<file path="src/rtl/sub_nibble_serial.sv">
// sub_nibble_serial
//   Bit-serial-by-nibble subtractor: computes Diff = A - B - Bin (mod 2^WIDTH)
//   one 4-bit nibble per clock, LSB nibble first, using A + ~B + ~Bin.
//   An operation takes N = WIDTH/4 RUN cycles followed by one DONE cycle.
//
// Parameters
//   WIDTH : operand/result width, multiple of 4, at least 8
//
// Ports
//   clk   : clock, rising edge
//   rst_n : asynchronous active-low reset
//   start : request pulse, accepted only in IDLE
//   A, B  : minuend / subtrahend, latched on the accepting edge
//   Bin   : borrow-in, latched on the accepting edge
//   busy  : high while the nibble loop runs (RUN state)
//   done  : one-cycle pulse when Diff/Bout (and flags) are valid
//   Diff  : registered difference
//   Bout  : registered borrow-out (1 when A < B + Bin, unsigned)
//   Z, V  : registered zero / signed-overflow flags, only present when the
//           macro SUB_NIBBLE_FLAGS_EN is defined
module sub_nibble_serial #(
  parameter int WIDTH = 32
) (
  input  logic             clk,
  input  logic             rst_n,
  input  logic             start,
  input  logic [WIDTH-1:0] A,
  input  logic [WIDTH-1:0] B,
  input  logic             Bin,
  output logic             busy,
  output logic             done,
  output logic [WIDTH-1:0] Diff,
  output logic             Bout
`ifdef SUB_NIBBLE_FLAGS_EN
  ,
  output logic             Z,
  output logic             V
`endif
);

  localparam int N  = WIDTH / 4;
  localparam int CW = $clog2(N);

  localparam logic [1:0] S_IDLE = 2'd0;
  localparam logic [1:0] S_RUN  = 2'd1;
  localparam logic [1:0] S_DONE = 2'd2;

  logic [1:0]       state_q, state_d;
  logic [CW-1:0]    cnt_q, cnt_d;
  logic [WIDTH-1:0] a_q, a_d;
  logic [WIDTH-1:0] b_q, b_d;
  logic [WIDTH-1:0] diff_q, diff_d;
  logic             carry_q, carry_d;
  logic             bout_q, bout_d;
`ifdef SUB_NIBBLE_FLAGS_EN
  logic             z_q, z_d;
  logic             v_q, v_d;
`endif

  logic [4:0]       nib_sum;
  logic             last_nib;

  // Operands are shifted right one nibble per RUN cycle so the current nibble
  // always sits in bits [3:0]; result nibbles enter Diff from the top, so
  // after N shifts the result is fully aligned. On the final step a_q/b_q
  // hold the original top nibbles, which gives the sign bits for V.
  always_comb begin
    state_d  = state_q;
    cnt_d    = cnt_q;
    a_d      = a_q;
    b_d      = b_q;
    diff_d   = diff_q;
    carry_d  = carry_q;
    bout_d   = bout_q;
`ifdef SUB_NIBBLE_FLAGS_EN
    z_d      = z_q;
    v_d      = v_q;
`endif
    nib_sum  = {1'b0, a_q[3:0]} + {1'b0, ~b_q[3:0]} + {4'b0000, carry_q};
    last_nib = (cnt_q == CW'(N - 1));

    case (state_q)
      S_IDLE: begin
        if (start) begin
          a_d     = A;
          b_d     = B;
          carry_d = ~Bin;
          cnt_d   = '0;
          state_d = S_RUN;
        end
      end
      S_RUN: begin
        a_d     = a_q >> 4;
        b_d     = b_q >> 4;
        diff_d  = {nib_sum[3:0], diff_q[WIDTH-1:4]};
        carry_d = nib_sum[4];
        cnt_d   = cnt_q + 1'b1;
        if (last_nib) begin
          cnt_d   = '0;
          state_d = S_DONE;
          bout_d  = ~nib_sum[4];
`ifdef SUB_NIBBLE_FLAGS_EN
          z_d     = (diff_d == '0);
          v_d     = (a_q[3] != b_q[3]) && (nib_sum[3] != a_q[3]);
`endif
        end
      end
      S_DONE: begin
        state_d = S_IDLE;
      end
      default: begin
        state_d = S_IDLE;
      end
    endcase
  end

  always_ff @(posedge clk or negedge rst_n) begin
    if (!rst_n) begin
      state_q <= S_IDLE;
      cnt_q   <= '0;
      a_q     <= '0;
      b_q     <= '0;
      diff_q  <= '0;
      carry_q <= 1'b0;
      bout_q  <= 1'b0;
`ifdef SUB_NIBBLE_FLAGS_EN
      z_q     <= 1'b0;
      v_q     <= 1'b0;
`endif
    end else begin
      state_q <= state_d;
      cnt_q   <= cnt_d;
      a_q     <= a_d;
      b_q     <= b_d;
      diff_q  <= diff_d;
      carry_q <= carry_d;
      bout_q  <= bout_d;
`ifdef SUB_NIBBLE_FLAGS_EN
      z_q     <= z_d;
      v_q     <= v_d;
`endif
    end
  end

  assign busy = (state_q == S_RUN);
  assign done = (state_q == S_DONE);
  assign Diff = diff_q;
  assign Bout = bout_q;
`ifdef SUB_NIBBLE_FLAGS_EN
  assign Z    = z_q;
  assign V    = v_q;
`endif

endmodule

</file>
<file path="config.mk">
export PLATFORM = sky130hd
export DESIGN_NAME = sub_nibble_serial
export DESIGN_NICKNAME = d
export VERILOG_FILES = /design/src/rtl/sub_nibble_serial.sv
export SDC_FILE = /design/constraint.sdc
export NUM_CORES = 1
export LEC_CHECK = 0
export BUFFER_PORTS_ARGS = -buffer_cell sky130_fd_sc_hd__buf_2
export CORE_MARGIN = 2
export CORE_UTILIZATION = 35
export DETAILED_ROUTE_END_ITERATION = 8
export PLACE_DENSITY_LB_ADDON = 0.08
export SYNTH_ARGS = -nofsm -noshare
export SYNTH_HDL_FRONTEND = slang
export SYNTH_SLANG_ARGS = --single-unit
</file>
<file path="constraint.sdc">
create_clock -name clk -period 4.09 [get_ports clk]
set_clock_uncertainty 0.05 [all_clocks]
set_input_delay 0.409 -clock clk [delete_from_list [all_inputs] [get_ports clk]]
set_output_delay 0.409 -clock clk [all_outputs]
set_load 0.005 [all_outputs]
</file>
==> impl_metrics.csv <==
group,metric,value,unit
status,status,"completed",
cells_and_area,nNetsFinal,627,
hold_path,hold_start,"A[8]",
power,clkPwrFrac,19.0,%
die,initial_core_util,35.8,%
cells_and_area,fin_util,42.1,%
logic_synthesis,yosysUniqueCellTypes,31,
worst_setup_path,cp.arrival,1.96,ns
logic_synthesis,yosysTopAreaCell,"dfrtp_1",
hold_path,holdCritPathClass,"in -> reg",
cells_and_area,final_cell_mix,"156 x nand2_1, 103 x dfrtp_1, 101 x buf_2, 59 x mux2i_1, 52 x o21ai_1",
timing,rsz0062_at_grt,"no",
timing,worstMarginPinSlew,0.877,ns
place,portBuffers,102,
hold_path,whs_path_depth,3,
timing,setup_ws,1.67,ns
cts,numCtsBuffers,9,
power,p_int,0.00278,W
logic_synthesis,synth_top_area_share,54.7,%
die,std_cell_rows,42,
power,power.switching,0.00173,W
worst_setup_path,required,3.63,ns
cts,numClockSinks,103,
hold_path,hold_end,"a_q[8]",
cts,cts_buffer_depth,2,
global_route,track_usage,15.1,%
logic_synthesis,synth_area_leaders,"dfrtp_1 55%, mux2i_1 13%, nand2_1 12%",
logic_synthesis,synth_area_per_cell,10.2,sq um
worst_setup_path,cp-startpoint,"state_q[0]",
cts,cts-root-buf,"clkbuf_16",
cts,path_clk_slew,0.07,ns
timing,tns,0,ns
worst_setup_path,reg2reg_depth,3,
timing,relSlewSlack,41.4,%
timing,setup_violations,0,
die,core,13200,sq um
flow_run,maxCapViolCount,0,
logic_synthesis,syn_area,4720,sq um
power,powerDensity,812,nW/um^2
timing,hold_viol_final,0,
power,p_seq_share,39.7,%
place,place_hpwl,6990,microns
global_route,grt_overflow,0,
cts,clock_latency,0.35,ns
logic_synthesis,yosys_warnings,0,
global_route,grt_pass1_vias,3522,
timing,slew_viol_final,0,
cells_and_area,mostFrequentLayoutCell,"nand2_1",
logic_synthesis,synthCells,462,
power,combPwrFrac,41.3,%
timing,fin_crit,2.42,ns
worst_setup_path,worstSetupPathType,"reg -> out",
logic_synthesis,synth-seq-cells,103,
logic_synthesis,syn_nets,537,
detailed_routing,drt-initial-drc-count,112,
worst_setup_path,crit_fanout,91,
detailed_routing,via_per_inst,4.53,
global_route,grt_max_degree,92,
power,p_sw_share,38.4,%
timing,fmax,414,MHz
die,die-area,14400,sq um
cts,h-tree-depth,3,
detailed_routing,wire_per_inst,13.8,microns
detailed_routing,route.detailed.drc,0,
worst_setup_path,rrSetupSlack,1.91,ns
place,gp_congestion,0.739,
worst_setup_path,r2r_start,"state_q[0]",
global_route,antenna_found_initial,2,
die,io_pins,103,
cts,post-cts-setup-buffers,0,
detailed_routing,vias,3331,
cells_and_area,drive_gt1_share,22.3,%
cts,cts_resized,0,
power,leakage,2.95,nW
cts,cts_tree,"yes",
worst_setup_path,critPathLaunchType,"flop",
die,die_x,120,microns
worst_setup_path,cp-end-kind,"output pin",
logic_synthesis,yosysSeqAreaShare,54.7,%
detailed_routing,wl,10100,microns
worst_setup_path,r2r_end,"a_q[26]",
cells_and_area,syn2layout_area_growth,17.7,%
power,ir_drop,0.538,mV
global_route,grt_pass1_wl,16900,microns
detailed_routing,antenna_left,0,
cells_and_area,final_cells,735,
die,dieHeight,120,microns
detailed_routing,first_pass_iters,4,
timing,fin_crit_sh,59.1,%
cells_and_area,filler_cell_count,1348,
place,pre_cts_slack,1.88,ns
place,place_inst,716,
[metal layers]
| layer | GRT usage, % | wire length (microns) | vias up |
|---|---|---|---|
| li1 | - | - | 1709 |
| met1 | 19.7 | 4910 | 1543 |
| met2 | 23.5 | 4480 | 73 |
| met3 | 6.23 | 652 | 6 |
| met4 | 3.60 | 91 | 0 |
| met5 | 0 | 0 | - |
[sequential cells by signal (all words and copies together), names as in the netlist]
signal,count
Diff,32
Bout,1
b_q,32
state_q,2
carry_q,1
a_q,32
cnt_q,3
[worst max path at each step]
stage | end | slack [ns] | cells after the start
3_3_place_gp | a_q[23] | 1.92 | 3
4_1_cts | busy | 1.60 | 3
5_1_grt | busy | 1.53 | 3
6_report | busy | 1.67 | 3
3_5_place_dp | a_q[26] | 1.88 | 3
2_1_floorplan | Bout | 2.26 | 5
[repair_timing]
action,4_1_cts,5_1_grt
setup endpoints to repair,0,0
hold buffers,1,0
endpoints found under the hold margin,33,0
[worst max-delay path, cell delays in order (launching register included)]
cell and delay, ns:
dfrtp_1 0.64, nand2b_1 0.30, inv_12 0.42, buf_2 0.21
[synth_stat cells, drive strengths merged]
cell type and number:
dfrtp 103, xnor2 1, nand4b 1, nand2 156, o21bai 1, nand2b 1, clkbuf 11, a21oi 10
nor2b 5, o21ai 65, fa 2, a21o 1, and2b 5, a221oi 1, buf 18, inv 7
nand3b 1, ha 5, mux2i 59, o31ai 1, mux2 1, nor2 2, nor4bb 1, o211ai 1
nor4b 1, a22o 2
[power groups by stage]
stage | registers, W | clock network [W] | logic (W)
final | 0.00179 | 0.000856 | 0.00186
after CTS | 0.00180 | 0.000891 | 0.00192
after global placement | 0.00180 | 0 | 0.00188
after detailed placement | 0.00182 | 0 | 0.00191
after floorplan | 0.00174 | 0 | 0.00163
after global routing | 0.00185 | 0.000932 | 0.00213
[stage by stage]
step	hold slack, ns	power (W)	area [sq um]
floorplan	0.0634	0.00336	4720
global placement	0.343	0.00368	5250
detailed placement	0.343	0.00373	5250
CTS	0.257	0.00461	5550
global route	0.264	0.00492	5550
finish	0.270	0.00451	5550
[layout make-up]
| class | instances | area (sq um) | share of cell area [%] |
|---|---|---|---|
| Tap cell | 176 | 220 | 3.97 |
| Sequential cell | 103 | 2580 | 46.4 |
| Clock inverter | 5 | 57.6 | 1.04 |
| Antenna cell | 2 | 5.00 | 0.0902 |
| Multi-Input combinational cell | 323 | 1860 | 33.5 |
| Clock buffer | 11 | 233 | 4.19 |
| Inverter | 7 | 38.8 | 0.699 |
| Timing Repair Buffer | 108 | 561 | 10.1 |
[cell families (layout without fill, tap and decap cells)]
group,count (synthesis),after routing,synth area share [%]
simple gates,173,173,14.9
compound gates,82,82,9.23
xor+xnor,1,1,0.186
fa+ha+maj,7,7,2.18
flops,103,103,54.7
mux,60,60,12.8
buf+inv,36,131,6.08
other cells,0,2,0
Note: power is estimated with default switching activity, not from simulation.
